### src/rtl/fan_pkg.sv
// Shared constants, state encoding and duty helpers for the fan PWM driver slice.
package fan_pkg;

  localparam int unsigned DUTY_MAX         = 100;
  localparam int unsigned DUTY_W           = 7;
  localparam int unsigned STEPS_PER_PERIOD = 100;

  localparam logic [1:0] ST_OFF  = 2'd0;
  localparam logic [1:0] ST_RAMP = 2'd1;
  localparam logic [1:0] ST_RUN  = 2'd2;

  localparam logic [7:0] DUTY_MAX8 = 8'(DUTY_MAX);

  // Widen to 8 bits so later ramp arithmetic cannot wrap in 7 bits.
  function automatic logic [7:0] clamp_duty(input logic [DUTY_W-1:0] d);
    logic [7:0] d8;
    d8 = {1'b0, d};
    return (d8 > DUTY_MAX8) ? DUTY_MAX8 : d8;
  endfunction

endpackage

### src/rtl/fan_tick_gen.sv
// Prescaler plus 0..99 step counter; emits per-step and end-of-period ticks.
module fan_tick_gen
  import fan_pkg::*;
#(
  parameter int unsigned PRESCALE = 50
) (
  input  logic              clk,
  input  logic              reset_p,
  input  logic              en,
  output logic [DUTY_W-1:0] step_cnt,
  output logic              step_tick,
  output logic              period_tick
);

  localparam logic [15:0]       PRE_LAST  = 16'(PRESCALE - 1);
  localparam logic [DUTY_W-1:0] STEP_LAST = DUTY_W'(STEPS_PER_PERIOD - 1);

  logic [15:0] pre_cnt;

  // Gated so no tick escapes while held in reset or disabled.
  assign step_tick   = !reset_p && en && (pre_cnt == PRE_LAST);
  assign period_tick = step_tick && (step_cnt == STEP_LAST);

  always_ff @(posedge clk) begin
    if (reset_p || !en) begin
      pre_cnt  <= '0;
      step_cnt <= '0;
    end else if (step_tick) begin
      pre_cnt  <= '0;
      step_cnt <= (step_cnt == STEP_LAST) ? '0 : step_cnt + 1'b1;
    end else begin
      pre_cnt  <= pre_cnt + 1'b1;
    end
  end

endmodule

### src/rtl/fan_pwm_driver.sv
// Fan PWM driver: ramps the applied duty toward a per-period sampled target
// and drives a registered PWM output compared against the step counter.
module fan_pwm_driver
  import fan_pkg::*;
#(
  parameter int unsigned PRESCALE = 50,
  parameter int unsigned RAMP_INC = 5
) (
  input  logic              clk,
  input  logic              reset_p,
  input  logic              en,
  input  logic [DUTY_W-1:0] duty,
  output logic              pwm,
  output logic [DUTY_W-1:0] duty_cur,
  output logic              busy,
  output logic              period_tick
);

  localparam logic [7:0] INC = 8'(RAMP_INC);

  logic [DUTY_W-1:0] step_cnt;
  logic [DUTY_W-1:0] tgt;
  logic              step_tick;
  logic              tick_period;
  logic              period_end;
  logic [1:0]        state;
  logic [7:0]        cur8;
  logic [7:0]        tgt_next;
  logic [7:0]        cur_next;
  logic [7:0]        diff;

  fan_tick_gen #(
    .PRESCALE (PRESCALE)
  ) u_tick_gen (
    .clk         (clk),
    .reset_p     (reset_p),
    .en          (en),
    .step_cnt    (step_cnt),
    .step_tick   (step_tick),
    .period_tick (tick_period)
  );

  assign period_tick = tick_period;
  assign period_end  = step_tick && tick_period;

  // Step size is limited to the remaining distance, so the target is never overshot.
  always_comb begin
    cur8     = {1'b0, duty_cur};
    tgt_next = clamp_duty(duty);
    cur_next = cur8;
    diff     = '0;
    if (cur8 < tgt_next) begin
      diff     = tgt_next - cur8;
      cur_next = cur8 + ((diff < INC) ? diff : INC);
    end else if (cur8 > tgt_next) begin
      diff     = cur8 - tgt_next;
      cur_next = cur8 - ((diff < INC) ? diff : INC);
    end
  end

  always_ff @(posedge clk) begin
    if (reset_p || !en) begin
      duty_cur <= '0;
      tgt      <= '0;
      pwm      <= 1'b0;
    end else begin
      pwm <= (step_cnt < duty_cur);
      if (period_end) begin
        duty_cur <= cur_next[DUTY_W-1:0];
        tgt      <= tgt_next[DUTY_W-1:0];
      end
    end
  end

  always_comb begin
    if (duty_cur != tgt)     state = ST_RAMP;
    else if (duty_cur == '0) state = ST_OFF;
    else                     state = ST_RUN;
  end

  assign busy = (state == ST_RAMP);

endmodule

### config.mk
export PLATFORM = sky130hd
export DESIGN_NAME = fan_pwm_driver
export DESIGN_NICKNAME = d
export VERILOG_FILES = /design/src/rtl/fan_pkg.sv /design/src/rtl/fan_tick_gen.sv /design/src/rtl/fan_pwm_driver.sv
export SDC_FILE = /design/constraint.sdc
export NUM_CORES = 1
export LEC_CHECK = 0
export CORE_MARGIN = 3
export CORE_UTILIZATION = 40
export DETAILED_ROUTE_END_ITERATION = 16
export GPL_ROUTABILITY_DRIVEN = 1
export PLACE_DENSITY_LB_ADDON = 0.08
export SLEW_MARGIN = 20
export SYNTH_ARGS = -nofsm -noshare
export SYNTH_HDL_FRONTEND = slang
export SYNTH_SLANG_ARGS = --single-unit
### constraint.sdc
create_clock -name clk -period 5 [get_ports clk]
set_input_delay 0.5 -clock clk [delete_from_list [all_inputs] [get_ports clk]]
set_output_delay 0.5 -clock clk [all_outputs]
set_load 0.02 [all_outputs]
==> run summary <==
## STA
- 468 ps — Final Hold Slack
- 4760 ps — final critical path time including I/O delays and setup
- 875 ps — transition at the pin with the smallest max-transition slack
- 0.210 GHz — FMAX
- 41.3% — relative slew slack
- 95.3% — share of the clock period used by the worst path
- 9.73 ps — setup skew after layout
- 0 — pins over their slew limit
- 0 ps — setup TNS
- 0 — number of setup violations in the final report
- 0 — final number of hold-violating endpoints

## Cells and area
- 22.8% — proportion of layout cells with a drive suffix above 1
- 28.8% — post-synthesis to final-layout area growth
- 657 — count of filler cells inserted in the layout
- 465 — Net count, final
- 761 um2 — footprint of the flip-flops and latches
- 2080 um2 — multi-input gate area in the final layout
- 54.0% — end-of-flow core utilization
- 3750 um2 — post-route cell area
- 0 — antenna cell count

## Placement
- 0.868 — weighted congestion at the end of routability-driven global placement
- 5700 um — post-DP HPWL
- 19 — number of port buffers
- 3530 um2 — placed standard-cell area

## Floorplan
- 8340 um2 — area enclosed by the die boundary
- 6940 um2 — core area
- 91.4 um — height of the die
- 42.0% — starting utilization of the core area
- 20 — I/O pin count
- 91.4 um — Die X
- 30 — row count

## Routing
- 3590 um — Met1 Routed Length
- 7250 um — routed wire length
- 2,659 — DR vias
- 14.0 um — average wire per cell in the routed design
- 100 — starting DRC count in detailed routing
- 3290 um — WL met2
- 5.14 — via-per-instance ratio
- 4 — DRT Pass-1 Iters
- 252 um — met3 wirelength from detailed routing
- 0 — number of remaining DRC errors
- met4 — top sig layer
- 0 — count of antenna-violating nets left after detailed routing

## Synth
- 26.1% — proportion of synthesized chip area in sequential cells
- 55 — synth unique cells
- 38 — synthesis-stage register bit count
- 26.1% — Yosys top cell area share
- 18.8% — Compound-Gate Fraction of Synth Area
- 15.8% — post-synthesis adder-cell area fraction
- 8.28 um2 — synthesized area per cell
- simple AND/OR/NAND/NOR gates — dominant combinational cell family by area after synthesis
- 352 — Cells after Synth
- 1.37% — multiplexer area fraction after synthesis
- 0 — Yosys Warn Count
- sky130_fd_sc_hd__nor2_1, sky130_fd_sc_hd__dfxtp_1, sky130_fd_sc_hd__ha_1, sky130_fd_sc_hd__nand2_1, sky130_fd_sc_hd__inv_1 — top post-synthesis cells by count
- 2910 um2 — cell area after synthesis
- sky130_fd_sc_hd__dfxtp_1 — post-synthesis cell type with the largest combined area
- sky130_fd_sc_hd__nor2_1 — most frequent cell after synthesis
- 22.5% — area fraction in and, or, nand and nor cells after synthesis
- sky130_fd_sc_hd__dfxtp_1, sky130_fd_sc_hd__ha_1, sky130_fd_sc_hd__nor2_1 — top cells by area, synth
- 0% — fraction of synthesis flops using an asynchronous set or reset pin
- 0 — number of synthesized flops with an enable pin
- sky130_fd_sc_hd__dfxtp_1 — primary flip-flop cell chosen by synthesis mapping
- 9.57% — share of the synthesized netlist area taken by xor and xnor gates
- 397 — net count of the mapped netlist

## Global routing
- 0 — initial antenna violation count
- 0 — total congestion overflow
- 17.5% — aggregate global-route resource usage
- 2,488 — via count of the first global-routing pass
- 17 — maximum number of pins on one net before global-route repair
- 11,900 um — global-route wire length before repair

## Power
- 181 nW/um2 — PD cells
- 1.63 nW — leakage power
- 679 uW — total power of the final layout
- 0.202 mV — Max rail drop VDD

## Worst setup path
- 4990 ps — critical path data arrival time
- flip-flop — endpoint type of the worst setup path
- 530 ps — Crit path largest cell delay
- sky130_fd_sc_hd__fa_2 — worst-path cell with the longest stage delay
- in2reg — Critical Setup Path Class
- input port — CP startpoint kind
- clkdlybuf4s50_1 > o21ai_1 > a21oi_2 > nor2b_2 > inv_1 > ha_2 > fa_2 > and2_2 > o22ai_1 > a211oi_2 > nand4_2 > or2_2 > ha_1 > a22oi_1 > fa_2 > a211oi_2 > o21bai_1 > a21o_2 > or3_1 > nor4_2 > nor4_2 > o211ai_1 — cells along the critical path
- 4 — critical path peak fanout
- 5220 ps — worst endpoint required time

## Run status
- complete, no violations — status

## Clock tree
- 2 — Max H-tree Level
- 38 — total number of clock tree sinks
- 5 — clock buffer count from CTS
- 80 ps — register clock-pin slew on the reported worst setup and hold paths
- sky130_fd_sc_hd__clkbuf_8 — library cell used as clock root buffer
- 2 — Clock Path Buffers
- 0 — Hold-fix buffers, CTS
- 290 ps — worst-skew pair later-pin latency
- done — clock tree from TritonCTS

## Flow run
- 0 — reported max-cap violation count

## Min path
- reg2reg — path class of the lowest-slack min-delay path

[sequential cells by signal (all words and copies together) (netlist names)]
| register | count |
|---|---|
| tgt | 7 |
| duty_cur | 7 |
| pwm | 1 |
| u_tick_gen.step_cnt | 7 |
| u_tick_gen.pre_cnt | 16 |
[worst paths after layout]
| kind | startpoint | end | slack [ps] | cells past startpoint |
|---|---|---|---|---|
| worst max-delay path | duty[1] | duty_cur[6] | 240 | 22 |
| worst min-delay path | u_tick_gen.pre_cnt[0] | u_tick_gen.pre_cnt[0] | 470 | 1 |
| worst max register to register | duty_cur[6] | duty_cur[6] | 800 | 17 |
| worst min register to register | u_tick_gen.pre_cnt[0] | u_tick_gen.pre_cnt[0] | 470 | 1 |
[timing repair]
action | CTS | global route
endpoints found under the setup margin | 1 | 3
setup buffers | 0 | 1
resized for setup | 1 | 24
pin swaps | 0 | 9
cloned | 0 | 0
[layer usage]
metal | vias to the layer above | track usage [%]
li1 | 1378 | -
met5 | - | 0
met3 | 10 | 2.49
met2 | 41 | 29.1
met4 | 0 | 5.40
met1 | 1230 | 23.4
[worst max-delay path, delay by kind of cell]
family          cells  cell delay (ps)
compound gates      9             1290
fa+ha+maj           4             1400
simple gates        7             1310
buf+inv             2              500
[stage by stage]
stage / setup slack (ps) / cells
after global routing: -37.3 / 517
after global placement: -251 / 508
after detailed placement: -317 / 508
after floorplan: 154 / 352
final: 235 / 517
after CTS: 43.1 / 516
[where the power goes]
group          leakage [nW]  internal, mW  switching (mW)  total (mW)
logic                  1.27        0.0587          0.0577       0.116
registers             0.306         0.303        0.000671       0.304
clock network        0.0504         0.148           0.110       0.259
total                  1.63         0.510           0.169       0.679
[logic make-up (layout without fill, tap and decap cells)]
group	count (synthesis)	in the layout
adders and majority gates	35	35
and+or+nand+nor	130	130
AOI/OAI and AO/OA	80	80
xor gates and xnor gates	31	31
buffers and inverters	34	103
DFF	38	38
muxes	4	4
[cell type report]
type	instances	area share (%)
multi-input combinational	280	55.5
sequential	38	20.3
inverter	23	2.30
tap	96	3.20
timing repair buffer	72	15.7
clock buffer	5	1.83
clock inverter	3	1.20
[layout by cell type (no fill, tap or decap), types with 3 or more instances in the layout]
master	netlist	routed
sky130_fd_sc_hd__a211oi_1	9	8
sky130_fd_sc_hd__a21o_1	10	10
sky130_fd_sc_hd__a21oi_1	18	16
sky130_fd_sc_hd__a22o_1	4	4
sky130_fd_sc_hd__and3_1	8	8
sky130_fd_sc_hd__buf_4	1	53
sky130_fd_sc_hd__clkbuf_8	2	5
sky130_fd_sc_hd__clkdlybuf4s50_1	0	19
sky130_fd_sc_hd__dfxtp_1	38	38
sky130_fd_sc_hd__ha_1	32	27
sky130_fd_sc_hd__ha_4	0	3
sky130_fd_sc_hd__inv_1	23	22
sky130_fd_sc_hd__mux2i_1	4	4
sky130_fd_sc_hd__nand2_1	28	28
sky130_fd_sc_hd__nand2b_1	4	4
sky130_fd_sc_hd__nand3_1	10	10
sky130_fd_sc_hd__nand4_1	7	7
sky130_fd_sc_hd__nor2_1	41	39
sky130_fd_sc_hd__nor3_1	7	6
sky130_fd_sc_hd__nor4_1	7	4
sky130_fd_sc_hd__nor4_2	0	3
sky130_fd_sc_hd__o21ai_0	17	13
sky130_fd_sc_hd__o21ai_1	0	4
sky130_fd_sc_hd__or3_1	3	3
sky130_fd_sc_hd__xnor2_1	14	14
sky130_fd_sc_hd__xor2_1	16	16
No activity file was read; power rests on OpenSTA's default activity.
